### config.mk
export PLATFORM = sky130hd
export DESIGN_NAME = led7219_chain
export DESIGN_NICKNAME = d
export VERILOG_FILES = /design/src/rtl/led7219_chain.sv
export SDC_FILE = /design/constraint.sdc
export NUM_CORES = 1
export LEC_CHECK = 0
export ABC_AREA = 1
export CORE_MARGIN = 2
export CORE_UTILIZATION = 53
export CTS_BUF_LIST = sky130_fd_sc_hd__clkbuf_8 sky130_fd_sc_hd__clkbuf_16
export CTS_CLUSTER_SIZE = 40
export DETAILED_ROUTE_END_ITERATION = 12
export GPL_TIMING_DRIVEN = 0
export HOLD_SLACK_MARGIN = 0.15
export PLACE_DENSITY_LB_ADDON = 0.12
export SYNTH_ARGS = -nofsm -noshare
export SYNTH_HDL_FRONTEND = slang
export SYNTH_SLANG_ARGS = --single-unit
### constraint.sdc
create_clock -name clk -period 3.7 [get_ports clk]
set_input_delay 0.74 -clock clk [delete_from_list [all_inputs] [get_ports clk]]
set_output_delay 0.74 -clock clk [all_outputs]
set_load 0.05 [all_outputs]
### src/rtl/led7219_chain.sv
// Daisy-chain driver for NDEV MAX7219 8x8 LED matrices, fed from a flat debug vector.
// Optional periodic re-init is enabled by defining LED7219_REINIT_EN.
module led7219_chain #(
    parameter int unsigned NDEV          = 4,
    parameter int unsigned CLK_DIV       = 4,
    parameter logic [3:0]  INTENSITY     = 4'h8,
    parameter int unsigned REINIT_FRAMES = 256
) (
    input  logic               clk,
    input  logic               rst_n,
    input  logic [NDEV*64-1:0] data,
    input  logic               freeze,
    output logic               leds_out,
    output logic               leds_cs,
    output logic               leds_clk,
    output logic               init_done,
    output logic               frame_done
);

    localparam int unsigned DW   = (NDEV > 1) ? $clog2(NDEV) : 1;
    localparam int unsigned DIVW = (CLK_DIV > 1) ? $clog2(CLK_DIV + 1) : 1;

    localparam logic [DW-1:0]   DEV_LAST = DW'(NDEV - 1);
    localparam logic [DIVW-1:0] DIV_LAST = DIVW'(CLK_DIV - 1);

    localparam logic [2:0] S_IDLE     = 3'd0;
    localparam logic [2:0] S_LOAD     = 3'd1;
    localparam logic [2:0] S_CS_SETUP = 3'd2;
    localparam logic [2:0] S_BIT_LO   = 3'd3;
    localparam logic [2:0] S_BIT_HI   = 3'd4;
    localparam logic [2:0] S_CS_HOLD  = 3'd5;
    localparam logic [2:0] S_GAP      = 3'd6;

    if (NDEV < 1 || NDEV > 16 || CLK_DIV < 1 || REINIT_FRAMES < 1) begin : g_param_check
        $error("led7219_chain: parameter out of range");
    end

    logic [2:0]         r_state;
    logic [3:0]         r_bit;
    logic [DW-1:0]      r_dev;
    logic [2:0]         r_step;
    logic [DIVW-1:0]    r_div;
    logic               r_gap_half;
    logic               r_refresh;
    logic [NDEV*64-1:0] r_shadow;
    logic               r_out;
    logic               r_cs;
    logic               r_sclk;
    logic               r_init_done;
    logic               r_frame_done;

`ifdef LED7219_REINIT_EN
    localparam int unsigned FRW = (REINIT_FRAMES > 1) ? $clog2(REINIT_FRAMES + 1) : 1;
    localparam logic [FRW-1:0] FR_LAST = FRW'(REINIT_FRAMES - 1);
    logic [FRW-1:0] r_frames;
`endif

    logic [15:0] w_word;
    logic [7:0]  w_row_byte;
    logic [3:0]  w_addr;
    logic [3:0]  w_bit_dn;
    logic        w_div_last;

    assign w_bit_dn   = r_bit - 4'd1;
    assign w_div_last = (r_div == DIV_LAST);

    // The word is derived from the shadow on demand, so a snapshot taken in the
    // first LOAD of a frame is already visible when its first bit is driven.
    always_comb begin
        w_row_byte = '0;
        for (int unsigned d = 0; d < NDEV; d++) begin
            for (int unsigned r = 0; r < 8; r++) begin
                if (r_dev == DW'(d) && r_step == 3'(r)) begin
                    w_row_byte = r_shadow[d*64 + r*8 +: 8];
                end
            end
        end
        w_addr = {1'b0, r_step} + 4'd1;
        if (!r_refresh) begin
            case (r_step)
                3'd0:    w_word = 16'h0C01;
                3'd1:    w_word = 16'h0900;
                3'd2:    w_word = 16'h0B07;
                3'd3:    w_word = {8'h0A, 4'h0, INTENSITY};
                default: w_word = 16'h0F00;
            endcase
        end else begin
            w_word = {4'h0, w_addr, w_row_byte};
        end
    end

    always_ff @(posedge clk or negedge rst_n) begin
        if (!rst_n) begin
            r_state      <= S_IDLE;
            r_bit        <= '0;
            r_dev        <= '0;
            r_step       <= '0;
            r_div        <= '0;
            r_gap_half   <= 1'b0;
            r_refresh    <= 1'b0;
            r_shadow     <= '0;
            r_out        <= 1'b0;
            r_cs         <= 1'b1;
            r_sclk       <= 1'b0;
            r_init_done  <= 1'b0;
            r_frame_done <= 1'b0;
`ifdef LED7219_REINIT_EN
            r_frames     <= '0;
`endif
        end else begin
            r_frame_done <= 1'b0;
            case (r_state)
                S_IDLE: begin
                    r_dev   <= DEV_LAST;
                    r_state <= S_LOAD;
                end
                S_LOAD: begin
                    r_bit <= 4'd15;
                    r_div <= '0;
                    if (r_dev == DEV_LAST) begin
                        if (r_refresh && r_step == 3'd0 && !freeze) begin
                            r_shadow <= data;
                        end
                        r_cs    <= 1'b0;
                        r_state <= S_CS_SETUP;
                    end else begin
                        r_out   <= w_word[4'd15];
                        r_state <= S_BIT_LO;
                    end
                end
                S_CS_SETUP: begin
                    if (w_div_last) begin
                        r_div   <= '0;
                        r_out   <= w_word[r_bit];
                        r_state <= S_BIT_LO;
                    end else begin
                        r_div <= r_div + DIVW'(1);
                    end
                end
                S_BIT_LO: begin
                    if (w_div_last) begin
                        r_div   <= '0;
                        r_sclk  <= 1'b1;
                        r_state <= S_BIT_HI;
                    end else begin
                        r_div <= r_div + DIVW'(1);
                    end
                end
                S_BIT_HI: begin
                    if (w_div_last) begin
                        r_div  <= '0;
                        r_sclk <= 1'b0;
                        if (r_bit != 4'd0) begin
                            r_bit   <= w_bit_dn;
                            r_out   <= w_word[w_bit_dn];
                            r_state <= S_BIT_LO;
                        end else if (r_dev != '0) begin
                            r_dev   <= r_dev - DW'(1);
                            r_state <= S_LOAD;
                        end else begin
                            r_state <= S_CS_HOLD;
                        end
                    end else begin
                        r_div <= r_div + DIVW'(1);
                    end
                end
                S_CS_HOLD: begin
                    if (w_div_last) begin
                        r_div      <= '0;
                        r_cs       <= 1'b1;
                        r_gap_half <= 1'b0;
                        r_state    <= S_GAP;
                        if (r_refresh && r_step == 3'd7) begin
                            r_frame_done <= 1'b1;
                        end
                        if (!r_refresh && r_step == 3'd4) begin
                            r_init_done <= 1'b1;
                        end
                    end else begin
                        r_div <= r_div + DIVW'(1);
                    end
                end
                S_GAP: begin
                    // Two passes of the divider give 2*CLK_DIV cycles without widening it.
                    if (w_div_last) begin
                        r_div <= '0;
                        if (!r_gap_half) begin
                            r_gap_half <= 1'b1;
                        end else begin
                            r_dev   <= DEV_LAST;
                            r_state <= S_LOAD;
                            if (!r_refresh) begin
                                if (r_step == 3'd4) begin
                                    r_refresh <= 1'b1;
                                    r_step    <= '0;
                                end else begin
                                    r_step <= r_step + 3'd1;
                                end
                            end else if (r_step == 3'd7) begin
                                r_step <= '0;
`ifdef LED7219_REINIT_EN
                                if (r_frames == FR_LAST) begin
                                    r_frames  <= '0;
                                    r_refresh <= 1'b0;
                                end else begin
                                    r_frames <= r_frames + FRW'(1);
                                end
`endif
                            end else begin
                                r_step <= r_step + 3'd1;
                            end
                        end
                    end else begin
                        r_div <= r_div + DIVW'(1);
                    end
                end
                default: r_state <= S_IDLE;
            endcase
        end
    end

    assign leds_out   = r_out;
    assign leds_cs    = r_cs;
    assign leds_clk   = r_sclk;
    assign init_done  = r_init_done;
    assign frame_done = r_frame_done;

endmodule
Word-level counts from Yosys, hierarchy flattened
Cells that the tools add are included.

Divide/modulo/power cells: 0. Reduce and logical (&&, ||, !) cells: 61. Mux-type cells: 78. Eq/ne operators: 28. $mul: 0. Shift operators: 0. Add/sub/neg operators: 5. Magnitude comparators: 2. Bitwise gates (word level): 0.

Operators with widths (count): $mux W8 (32); $pmux W11 S4 (1); $logic_and A1 B1 Y1 (36); $mux W3 (12); $ne A2 B2 Y1 const B (11); $eq A3 B3 Y1 const B (7); $pmux W3 S7 (1); $reduce_and A3 Y1 (7); $mux W16 (1); $eq A3 B2 Y1 const B (5); $mux W1 (15); $reduce_and A6 Y1 (2); $reduce_bool A2 Y1 (6); $lt A4 B5 Y1 const B (2); $mux W2 (5); $bmux W1 S4 (2); $mux W4 (2); $pmux W4 S2 (1); $add A3 B1 Y3 const B (2); $eq A3 B1 Y1 const B (2); $logic_not A3 Y1 (2); $pmux W1 S2 (3); $pmux W2 S3 (1); $pmux W3 S2 (1); other kinds (12) (15).

RAM bits: 0. Word-level logic and storage cells: 187. Flip-flop bits (word level): 278. Input port bits: 259. Output and inout bits: 5. Memories: 0. Memory bits (read-only): 0. Latch bits: 0.

Depth between registers and ports, before layout
Depth after elaboration: 40. Mapped depth: 49. Depth with buffers taken out: 48.

Least setup slack after synthesis
Ideal clock, no wire load.

Path type: flip-flop to flip-flop. Start: register r_step[2]. End: register r_out, in the netlist leds_out. Stages on the path, launching flop included: 49. Buffers on the path: 1. Clock period less this slack: 3.428 ns. Library setup time: 0.118 ns. Slack: 0.272 ns. Arrival: 3.310 ns. Cell sequence: dfrtp_1 > buf_6 > inv_12 > ha_1 > nand2_4 > inv_1 > a21oi_1 > o21ai_1 > nand2_1 > nand2_1 > nand2_1 > a21oi_1 > o21ai_1 > nand2_1 > nand2_1 > nand2_1 > nand3_1 > nand3_1 > [13 not listed] > nand2_1 > nand2_1 > nand2_1 > nand2_1 > nand2_1 > nand2_1 > nand2_1 > nand2_1 > nand3_1 > nand2_1 > inv_1 > nand2_1 > a21oi_1 > nand2_1 > nand2_1 > nand2_1 > nand2_1 > nand2_1.

Longest elaborated chain between the ends: 40. Elaborated cells between the ends (all ways): 83. Those cells by class: add/sub: 1; eq/ne: 7; mux: 42; reduce/logical: 33.

RTL lines: from (decl) (RTL line 41) `logic [2:0] r_step;`; from (signal assigned) (RTL line 197) `r_step <= r_step + 3'd1;`; from (signal assigned) (RTL line 210) `r_step <= r_step + 3'd1;`; $logic_not A3 Y1 (RTL line 73, 80); $logic_and A1 B1 Y1 (RTL line 73) `if (r_dev == DW'(d) && r_step == 3'(r)) begin`; $mux W8 (32 in series) (RTL line 73); $mux W16 * (RTL line 79) `if (!r_refresh) begin`; $bmux W1 S4 (RTL line 155) `r_out <= w_word[w_bit_dn];`; $mux W1 (implied by the code) (RTL line 155); $mux W1 (RTL line 153) `if (r_bit != 4'd0) begin`; $mux W1 (RTL line 150) `if (w_div_last) begin`; $pmux W1 S3 * (RTL line 112) `case (r_state)`; to (signal assigned) (RTL line 127) `r_out <= w_word[4'd15];`; to (signal assigned) (RTL line 134) `r_out <= w_word[r_bit];`; to (signal assigned) (RTL line 155); to (decl) (RTL line 46) `logic r_out;`.

Every way passes the cells marked *; elsewhere a longest branch is shown, timed or not. The select of a mux whose other input is x is not followed. A chain may end at the register's enable or synchronous reset.

Worst setup path in the final report
Start: register r_dev[0]. End: register r_out, in the netlist leds_out.

Longest elaborated chain between the ends: 40. Elaborated cells between the ends (all ways): 79. Those cells by class: eq/ne: 4; mux: 41; reduce/logical: 34.

RTL lines: from (decl) (RTL line 40) `logic [DW-1:0] r_dev;`; from (signal assigned) (RTL line 158) `r_dev <= r_dev - DW'(1);`; $logic_not A2 Y1 (RTL line 73); $logic_and A1 B1 Y1 (RTL line 73); $mux W8 (32 in series) (RTL line 73); $mux W16 (RTL line 79); $bmux W1 S4 (RTL line 155); $mux W1 (implied by the code) (RTL line 155); $mux W1 (RTL line 153); $mux W1 (RTL line 150); $pmux W1 S3 (RTL line 112).

Several ways; a longest one is shown, not always the timed one. The select of a mux whose other input is x is not followed.

==> results.sh <==
export IMPL_ant_nets=0
export IMPL_cts_sinks=278
export IMPL_htreeDepth=1
export IMPL_rrSetupSlack_ps=-650
export IMPL_die_x_um=168
export IMPL_setup_viol=1
export IMPL_final_period_utilization=1.18
export IMPL_failed_checks="setup timing"
export IMPL_clock_skew_ps=17.6
export IMPL_worst_pin_slew_ps=1030
export IMPL_syn2layout_area_growth_pct=33.2
export IMPL_yosysSeqAreaShare=0.486
export IMPL_syn_num_nets=1906
export IMPL_core_area_um2=26700
export IMPL_drt_met1_wl_mm=16.7
export IMPL_wl_met2_mm=19.4
export IMPL_crit_top_cell="nand2_1"
export IMPL_vias=12300
export IMPL_start_kind="flop"
export IMPL_grt_pass1_vias=12300
export IMPL_drc_errors=0
export IMPL_syn_cell_area_um2=14300
export IMPL_dr_wl_met3_mm=2.50
export IMPL_finalSetupTns_ps=-655
export IMPL_rsz0062_at_grt="yes"
export IMPL_setup_slack_ps=-655
export IMPL_cts_tree="built"
export IMPL_cts_buffers=31
export IMPL_wl_mm=39.6
export IMPL_outcome="finished with violations"
export IMPL_relSlewSlack=0.311
export IMPL_crit_fanout=7
export IMPL_boundaryPins=264
export IMPL_final_common_cell="nand2_1"
export IMPL_avgSynthCellArea_um2=8.76
export IMPL_crit_path_max_incr_delay_ps=400
export IMPL_grt_ovfl_total=0
export IMPL_dp_cells=2241
export IMPL_dieArea_um2=28400
export IMPL_synthCells=1635
export IMPL_wire_per_inst_um=17.1
export IMPL_num_rows=60
export IMPL_crit_type="reg -> reg"
export IMPL_drt_pass1_iterations=6
export IMPL_ctsRootBufferMaster="clkbuf_16"
export IMPL_dp_hpwl_mm=28.6
export IMPL_clock_latency_ps=560
export IMPL_nets=2222
export IMPL_synth_seq_cells=278
export IMPL_p_per_area_nw_per_um2=349
export IMPL_critPathRequiredTime_ps=4140
export IMPL_clock_path_buffers=3
export IMPL_drtIter0Drc=893
export IMPL_fmax_ghz=0.230
export IMPL_finalWeightedCongestion=0.902
export IMPL_end_kind="flop"
export IMPL_cp_data_arrival_time_ps=4790
export IMPL_grt_max_degree=115
export IMPL_drt_vias_per_instance=5.31
export IMPL_ys_types=51
export IMPL_grt_use_total=0.277
export IMPL_peakVddDrop_mv=0.327
export IMPL_finalMaxSlewViolations=0
export IMPL_initial_core_util=0.536
export IMPL_yosys_warnings=0
export IMPL_power_total_mw=6.66
export IMPL_holdCritPathClass="reg -> reg"
export IMPL_critPathSlowestCell="dfrtp_1"
export IMPL_die_h_um=168
export IMPL_period_minus_slack_ps=4350
export IMPL_portBuffers=263
export IMPL_clk_pin_slew_ps=60
export IMPL_final_layout_size_suffix_gt1_frac=0.204
export IMPL_mostFrequentLayoutCells="nand2_1 (305), dfrtp_1 (276), clkdlybuf4s50_1 (262)"
export IMPL_hold_viol=0
export IMPL_antenna_found_initial=7
export IMPL_fin_cells=2318
export IMPL_highest_layer="met5"
export IMPL_p_leak_nw=9.88
export IMPL_drv_cap=0
export IMPL_grt_pass1_wl_mm=62.5
## cell families (layout without fill, tap and decap cells)
| kind of cell | count (synthesis) | in the layout | share of synthesized area |
|---|---|---|---|
| flops | 278 | 278 | 0.486 |
| simple gates | 678 | 679 | 0.205 |
| compound gates | 239 | 239 | 0.0880 |
| xor+xnor | 2 | 2 | 0.00122 |
| buf+inv | 258 | 598 | 0.0777 |
| fa+ha+maj | 12 | 12 | 0.0105 |
| mux | 168 | 168 | 0.132 |
| other cells | 0 | 1 | 0 |
## sequential cells by signal, indices dropped and copies added, names as in the netlist, 2 cells and up
| register | cells |
|---|---|
| r_shadow | 256 |
| r_bit | 4 |
| r_div | 3 |
| r_state | 3 |
| r_step | 3 |
| r_dev | 2 |
## per-stage QoR
step,instance area (µm²),hold WS [ps],utilization,setup WS [ps]
global placement,17400,455,0.650,-10060
global route,19100,504,0.714,-1040
detailed placement,17400,474,0.653,-948
floorplan,14300,444,-,272
finish,19100,478,0.714,-655
CTS,18800,483,0.704,-582
## routing by layer
| metal | vias to the layer above | global-route usage |
|---|---|---|
| met5 | - | 0 |
| met2 | 381 | 0.473 |
| met1 | 5899 | 0.367 |
| li1 | 5936 | - |
| met3 | 79 | 0.0510 |
| met4 | 8 | 0.0701 |
## power breakdown
part | switching [mW] | internal, mW | total, mW | leakage (nW)
Clock | 1.25 | 2.01 | 3.26 | 0.564
Sequential | 0 | 3.04 | 3.04 | 3.38
Combinational | 0.111 | 0.245 | 0.356 | 5.94
Total | 1.36 | 5.30 | 6.66 | 9.88
## worst paths after layout
check,start,cells after the start,endpoint
setup / recovery,r_dev[0],46,leds_out
hold / removal,leds_cs,2,leds_cs
setup reg to reg,r_dev[0],46,leds_out
hold reg to reg,leds_cs,2,leds_cs
max in group asynchronous,rst_n,4,r_shadow[152]
min in group asynchronous,rst_n,2,r_shadow[23]
## worst max-delay path: cells and delay by family, from the launching register on
family                     cells  cell delay (ps)
AOI/OAI and AO/OA              1              120
adders and majority gates      1              200
buffers and inverters          4              520
and+or+nand+nor               40             2990
DFF                            1              400
## synthesized netlist by cell type (all sizes together)
cell / n / share of area
a21boi: 1 / 0.00052
a21oi: 167 / 0.059
a22oi: 1 / 0.00052
a31oi: 3 / 0.0013
a32o: 1 / 0.00070
a41oi: 1 / 0.00061
and2: 1 / 0.00044
buf: 17 / 0.0080
clkbuf: 43 / 0.015
clkinv: 3 / 0.00079
dfrtp: 277 / 0.48
dfstp: 1 / 0.0018
dlygate4sd1: 2 / 0.0012
ha: 12 / 0.010
inv: 193 / 0.052
mux2: 168 / 0.13
nand2: 330 / 0.089
nand3: 125 / 0.044
nand4: 3 / 0.0013
nor2: 179 / 0.052
nor3: 4 / 0.0014
o211ai: 5 / 0.0033
o21a: 1 / 0.00052
o21ai: 53 / 0.019
o21bai: 1 / 0.00052
o22ai: 4 / 0.0017
o31ai: 1 / 0.00052
or2: 36 / 0.016
xnor2: 1 / 0.00061
xor2: 1 / 0.00061
## layout make-up
| class | count | area, µm² |
|---|---|---|
| Fill cell | 2100 | 7650 |
| Sequential cell | 278 | 6960 |
| Multi-Input combinational cell | 1100 | 6620 |
| Timing Repair Buffer | 281 | 2830 |
| Clock buffer | 38 | 872 |
| Inverter | 196 | 774 |
| Tap cell | 341 | 427 |
| Buffer | 62 | 354 |
| Clock inverter | 20 | 230 |
| Timing Repair inverter | 1 | 7.51 |
| Antenna cell | 1 | 2.50 |
## timing repair
item	CTS	global route
pin swaps	10	28
gates cloned	2	0
hold buffers	1	0
resized for setup	37	54
endpoints found under the hold margin	54	0
buffers inserted	9	6
endpoints found under the setup margin	1	1
No activity file was read; power rests on OpenSTA's default activity.
